**src/rtl/iob_timer_ctrl_pkg.sv**
```systemverilog
// Shared definitions for the programmable timer: FSM state encoding and mode constants.
// Latency: n/a (types and constants only).
// Backpressure: n/a.
package iob_timer_ctrl_pkg;

  typedef enum logic [1:0] {
    IDLE = 2'd0,
    RUN  = 2'd1,
    DONE = 2'd2
  } state_t;

  localparam logic MODE_ONESHOT  = 1'b0;
  localparam logic MODE_PERIODIC = 1'b1;

endpackage

```
**src/rtl/iob_timer_prescaler.sv**
```systemverilog
// Prescaler: counts enabled cycles and wraps at div, flagging the wrap cycle as a strobe.
// Latency: strobe is combinational from the registered count (asserted in the cycle count==div).
// Backpressure: none; en gates counting, clear forces the count back to zero.
module iob_timer_prescaler #(
  parameter int PRESC_W = 16
) (
  input  logic               clk_i,
  input  logic               arst_i,
  input  logic               rst_i,
  input  logic               clear,
  input  logic               en,
  input  logic [PRESC_W-1:0] div,
  output logic               strobe
);

  logic [PRESC_W-1:0] cnt;

  assign strobe = en && (cnt == div);

  // Count enabled cycles, wrapping to zero on the strobe cycle.
  always_ff @(posedge clk_i or posedge arst_i) begin
    if (arst_i) begin
      cnt <= '0;
    end else if (rst_i || clear) begin
      cnt <= '0;
    end else if (en) begin
      cnt <= strobe ? '0 : cnt + 1'b1;
    end
  end

endmodule

```
**src/rtl/iob_timer_ctrl.sv**
```systemverilog
// Timer controller: start/stop FSM, prescaled up-counter, terminal-count tick and sticky irq.
// Latency: tick_o/irq_o registered one cycle after the expiry strobe; busy_o one cycle after start.
// Backpressure: none; start ignored while running, stop beats start. Macro IOB_TIMER_CTRL_SNAPSHOT_EN adds snap_i/snap_o.
module iob_timer_ctrl
  import iob_timer_ctrl_pkg::*;
#(
  parameter int DATA_W  = 32,
  parameter int PRESC_W = 16
) (
  input  logic               clk_i,
  input  logic               arst_i,
  input  logic               rst_i,
  input  logic               start_i,
  input  logic               stop_i,
  input  logic               mode_i,
  input  logic [DATA_W-1:0]  period_i,
  input  logic [PRESC_W-1:0] prescale_i,
  input  logic               irq_clr_i,
  output logic [DATA_W-1:0]  count_o,
  output logic               busy_o,
  output logic               done_o,
  output logic               tick_o,
  output logic               irq_o
`ifdef IOB_TIMER_CTRL_SNAPSHOT_EN
  ,
  input  logic               snap_i,
  output logic [DATA_W-1:0]  snap_o
`endif
);

  state_t             state, state_nxt;
  logic [DATA_W-1:0]  period_r, count_r, count_nxt;
  logic [PRESC_W-1:0] prescale_r;
  logic               mode_r;
  logic               tick_nxt, irq_nxt, load, presc_clr, strobe;

  assign count_o = count_r;
  assign busy_o  = (state == RUN);
  assign done_o  = (state == DONE);

  iob_timer_prescaler #(
    .PRESC_W(PRESC_W)
  ) u_prescaler (
    .clk_i (clk_i),
    .arst_i(arst_i),
    .rst_i (rst_i),
    .clear (presc_clr),
    .en    (state == RUN),
    .div   (prescale_r),
    .strobe(strobe)
  );

  // State, count, pulse/flag and latched settings registers.
  always_ff @(posedge clk_i or posedge arst_i) begin
    if (arst_i) begin
      state      <= IDLE;
      count_r    <= '0;
      tick_o     <= 1'b0;
      irq_o      <= 1'b0;
      period_r   <= '0;
      prescale_r <= '0;
      mode_r     <= MODE_ONESHOT;
    end else if (rst_i) begin
      state      <= IDLE;
      count_r    <= '0;
      tick_o     <= 1'b0;
      irq_o      <= 1'b0;
      period_r   <= '0;
      prescale_r <= '0;
      mode_r     <= MODE_ONESHOT;
    end else begin
      state   <= state_nxt;
      count_r <= count_nxt;
      tick_o  <= tick_nxt;
      irq_o   <= irq_nxt;
      if (load) begin
        period_r   <= period_i;
        prescale_r <= prescale_i;
        mode_r     <= mode_i;
      end
    end
  end

  // Next-state, count and expiry decisions; stop always takes priority over start and expiry.
  always_comb begin
    state_nxt = state;
    count_nxt = count_r;
    tick_nxt  = 1'b0;
    irq_nxt   = irq_clr_i ? 1'b0 : irq_o;
    load      = 1'b0;
    presc_clr = 1'b0;
    case (state)
      IDLE, DONE: begin
        if (stop_i) begin
          state_nxt = IDLE;
        end else if (start_i) begin
          load      = 1'b1;
          count_nxt = '0;
          presc_clr = 1'b1;
          state_nxt = RUN;
        end
      end
      RUN: begin
        if (stop_i) begin
          state_nxt = IDLE;
          presc_clr = 1'b1;
        end else if (strobe) begin
          if (count_r == period_r) begin
            tick_nxt = 1'b1;
            irq_nxt  = 1'b1;
            if (mode_r == MODE_PERIODIC) begin
              count_nxt = '0;
            end else begin
              state_nxt = DONE;
            end
          end else begin
            count_nxt = count_r + 1'b1;
          end
        end
      end
      default: state_nxt = IDLE;
    endcase
  end

`ifdef IOB_TIMER_CTRL_SNAPSHOT_EN
  // Capture the live count on request; holds between requests.
  always_ff @(posedge clk_i or posedge arst_i) begin
    if (arst_i) begin
      snap_o <= '0;
    end else if (rst_i) begin
      snap_o <= '0;
    end else if (snap_i) begin
      snap_o <= count_r;
    end
  end
`endif

endmodule

```
**config.mk**
```make
export PLATFORM = sky130hd
export DESIGN_NAME = iob_timer_ctrl
export DESIGN_NICKNAME = d
export VERILOG_FILES = /design/src/rtl/iob_timer_ctrl_pkg.sv /design/src/rtl/iob_timer_prescaler.sv /design/src/rtl/iob_timer_ctrl.sv
export SDC_FILE = /design/constraint.sdc
export NUM_CORES = 1
export LEC_CHECK = 0
export ABC_AREA = 1
export ABC_CLOCK_PERIOD_IN_PS = 3000
export BUFFER_PORTS_ARGS = -buffer_cell sky130_fd_sc_hd__buf_2
export CELL_PAD_IN_SITES_DETAIL_PLACEMENT = 0
export CELL_PAD_IN_SITES_GLOBAL_PLACEMENT = 1
export CORE_UTILIZATION = 38
export CTS_CLUSTER_DIAMETER = 100
export DETAILED_ROUTE_END_ITERATION = 6
export PLACE_DENSITY_LB_ADDON = 0.3
export SYNTH_ARGS = -nofsm -noshare
export SYNTH_HDL_FRONTEND = slang
export SYNTH_SLANG_ARGS = --single-unit
```
**constraint.sdc**
```tcl
create_clock -name clk_i -period 3 [get_ports clk_i]
set_input_delay 0.15 -clock clk_i [delete_from_list [all_inputs] [get_ports clk_i]]
set_output_delay 0.15 -clock clk_i [all_outputs]
set_load 0.005 [all_outputs]
```
==> results_dict.tcl <==
set metrics [dict create \
    cp-end-kind "register" \
    grt_pass1_vias 5036 \
    cts_max_path_buffers 2 \
    die_x_um 128 \
    min_period_over_period 0.722 \
    cts_root_buf "clkbuf_16" \
    synth-seq-area-share 0.417 \
    whs_ns 0.0131 \
    critPathMaxStageDelay_ns 0.44 \
    netSwitchingFraction 0.306 \
    cpLargestDelayFamily "simple AND/OR/NAND/NOR gates" \
    syn_nets 854 \
    core_um2 15400 \
    irDropWorstVdd_v 0.000317 \
    sequentialPowerShare 0.444 \
    insertedDiodeCount 0 \
    grt.total_usage 0.219 \
    p_int_uw 2270 \
    cts_max_level 3 \
    crit_top_cell "nand2_1" \
    syn_inst 797 \
    p_sw_uw 1000 \
    power_frac_clock 0.385 \
    grt_max_degree 55 \
    clk_pin_slew_ns 0.08 \
    viasPerCell 4.88 \
    place_congestion 0.839 \
    p_leak_uw 0.00354 \
    cts_tree "built" \
    hold_violations 0 \
    fill_cells 1601 \
    synthToLayoutAreaGrowth_pct 15.9 \
    grt_overflow 0 \
    crit_required_ns 3.24 \
    remaining_drc_errors 0 \
    hold_class "in2reg" \
    grt_pass1_wl_um 27200 \
    crit_start "count_o[19]$_DFFE_PP0P_" \
    rsz0062_at_grt "false" \
    critical_path_buf_inv_count 1 \
    synthArstFlopShare 1.00 \
    critical_path_class "reg2reg" \
    drive_above_1_share 0.183 \
    nNetsFinal 938 \
    dieArea_um2 16500 \
    ys_seq_elements 101 \
    num_vias 5354 \
    cts_hold_buf 3 \
    rows 45 \
    synth_ff_type "dfrtp_1" \
    worst_setup_path_start_kind "register" \
    drt-initial-drc-count 354 \
    final_util 0.457 \
    fin_tns_setup_ns 0 \
    slew_violations 0 \
    r2r-start "count_o[19]$_DFFE_PP0P_" \
    synth.distinct_cells 39 \
    p_total_uw 3280 \
    synth_edf_count 0 \
    reg2reg_slack_ns 0.84 \
    cts_sinks 101 \
    firstDrtPassIters 5 \
    synth_area_um2 6060 \
    worst_slack_ns 0.835 \
    final_common_cell "nand2_1" \
    cts_buffers 9 \
    drtAntennaViolNets 0 \
    synth_warnings 0 \
    post_cts_buffers 0 \
    pin_count 91 \
    place_ws_ns 0.819 \
    regArea_um2 2530 \
    antenna_found_initial 0 \
    die_y_um 128 \
    fmax_ghz 0.462 \
    final_cell_mix "nand2_1, dfrtp_1, nor2_1" \
    min_period_ns 2.16 \
    drv_cap 0 \
    crit_arrival_ns 2.41 \
    setup_viol_count_final 0 \
    critPathMaxFanout 32 \
    combPwrFrac 0.171 \
    portBuffers 90 \
    powerDensity_nw_per_um2 467 \
    outcome "completed" \
    worstHoldStart "period_i[1]" \
    clk_latency_ns 0.37 \
    cp_cell_sequence "inv_2 > nand2_1 > nand2_1 > nand2_1 > nor2_1 > nand2_1 > nor2_1 > nand3_1 > nand2_1 > nand2_2 > nand3_1 > nand2_1" \
    cp_slowest_cell "dfrtp_1" \
    worst_slew_pin_slew_ns 0.654 \
    avgRoutedWirePerCell_um 15.3 \
    fin_skew_ns 0.0105 \
    cts_resized 0 \
    start_util 0.394 \
    synth_area_per_cell_um2 7.60 \
    multi_input_area_um2 3080 \
    dpl.hpwl_um 12200 \
    slew-limit-headroom 0.563 \
    wirelength_um 16800 \
]
stage by stage:
step,instance area (um^2),cells
2_1_floorplan,6060,797
3_3_place_gp,6680,1078
3_5_place_dp,6680,1078
4_1_cts,7020,1097
5_1_grt,7020,1097
6_report,7020,1097
registers in the layout (all words and copies together), names as in the netlist:
| register | flops |
|---|---|
| prescale_r | 16 |
| period_r | 32 |
| mode_r | 1 |
| tick_o | 1 |
| u_prescaler.cnt | 16 |
| state | 2 |
| count_o | 32 |
| irq_o | 1 |
power groups by stage:
| stage | Combinational (uW) | Clock [uW] | Sequential, uW |
|---|---|---|---|
| final | 561 | 1260 | 1460 |
| after global routing | 629 | 1360 | 1460 |
| after CTS | 570 | 1310 | 1460 |
| after detailed placement | 566 | 0 | 1480 |
| after global placement | 567 | 0 | 1480 |
| after floorplan | 408 | 0 | 1470 |
final cells by class:
class	count	share of cell area
clock buffer	10	0.0340
clock inverter	6	0.0107
inverter	71	0.0383
multi-input combinational	595	0.438
sequential	101	0.360
tap	211	0.0376
timing repair buffer	103	0.0809
path summary, 6_finish.rpt:
path | to | cells past startpoint
max | count_o[18]$_DFFE_PP0P_ | 12
min | period_r[1]$_DFFE_PP0P_ | 3
max reg2reg | count_o[18]$_DFFE_PP0P_ | 12
min reg2reg | prescale_r[10]$_DFFE_PP0P_ | 2
max in group asynchronous | count_o[20]$_DFFE_PP0P_ | 4
min in group asynchronous | prescale_r[4]$_DFFE_PP0P_ | 3
cell families after synthesis:
logic type / count (synthesis) / share of synthesized area
buf+inv: 101 / 0.0748
flops: 101 / 0.417
compound gates: 61 / 0.0723
xor+xnor: 55 / 0.0808
fa+ha+maj: 2 / 0.00413
simple gates: 477 / 0.351
layer usage:
metal / share of wire / global-route usage
met5: 0 / 0
met2: 0.48 / 0.365
met4: 0.014 / 0.0609
met3: 0.039 / 0.0355
met1: 0.46 / 0.292
cells in the mapped netlist (4+ instances only):
master	n	area share
a32o_1	23	0.038
xnor2_1	30	0.043
nor2_4	8	0.015
inv_2	9	0.0056
nor3_1	12	0.0099
xor2_1	24	0.035
buf_2	8	0.0066
nor2_2	6	0.0062
buf_4	7	0.0087
nand3_1	83	0.069
nand2_2	9	0.0093
a31oi_1	4	0.0041
nand4_1	5	0.0052
clkbuf_1	10	0.0062
o21ai_0	23	0.019
dfrtp_1	101	0.42
inv_1	61	0.038
a21oi_1	4	0.0033
nor2_1	96	0.059
buf_6	5	0.0093
nand2_1	241	0.15
worst min-delay path, stage by stage:
cell and delay, ns:
buf_2 0.07, nand3_1 0.06, o21ai_0 0.06
(Power assumes the default switching activity.)
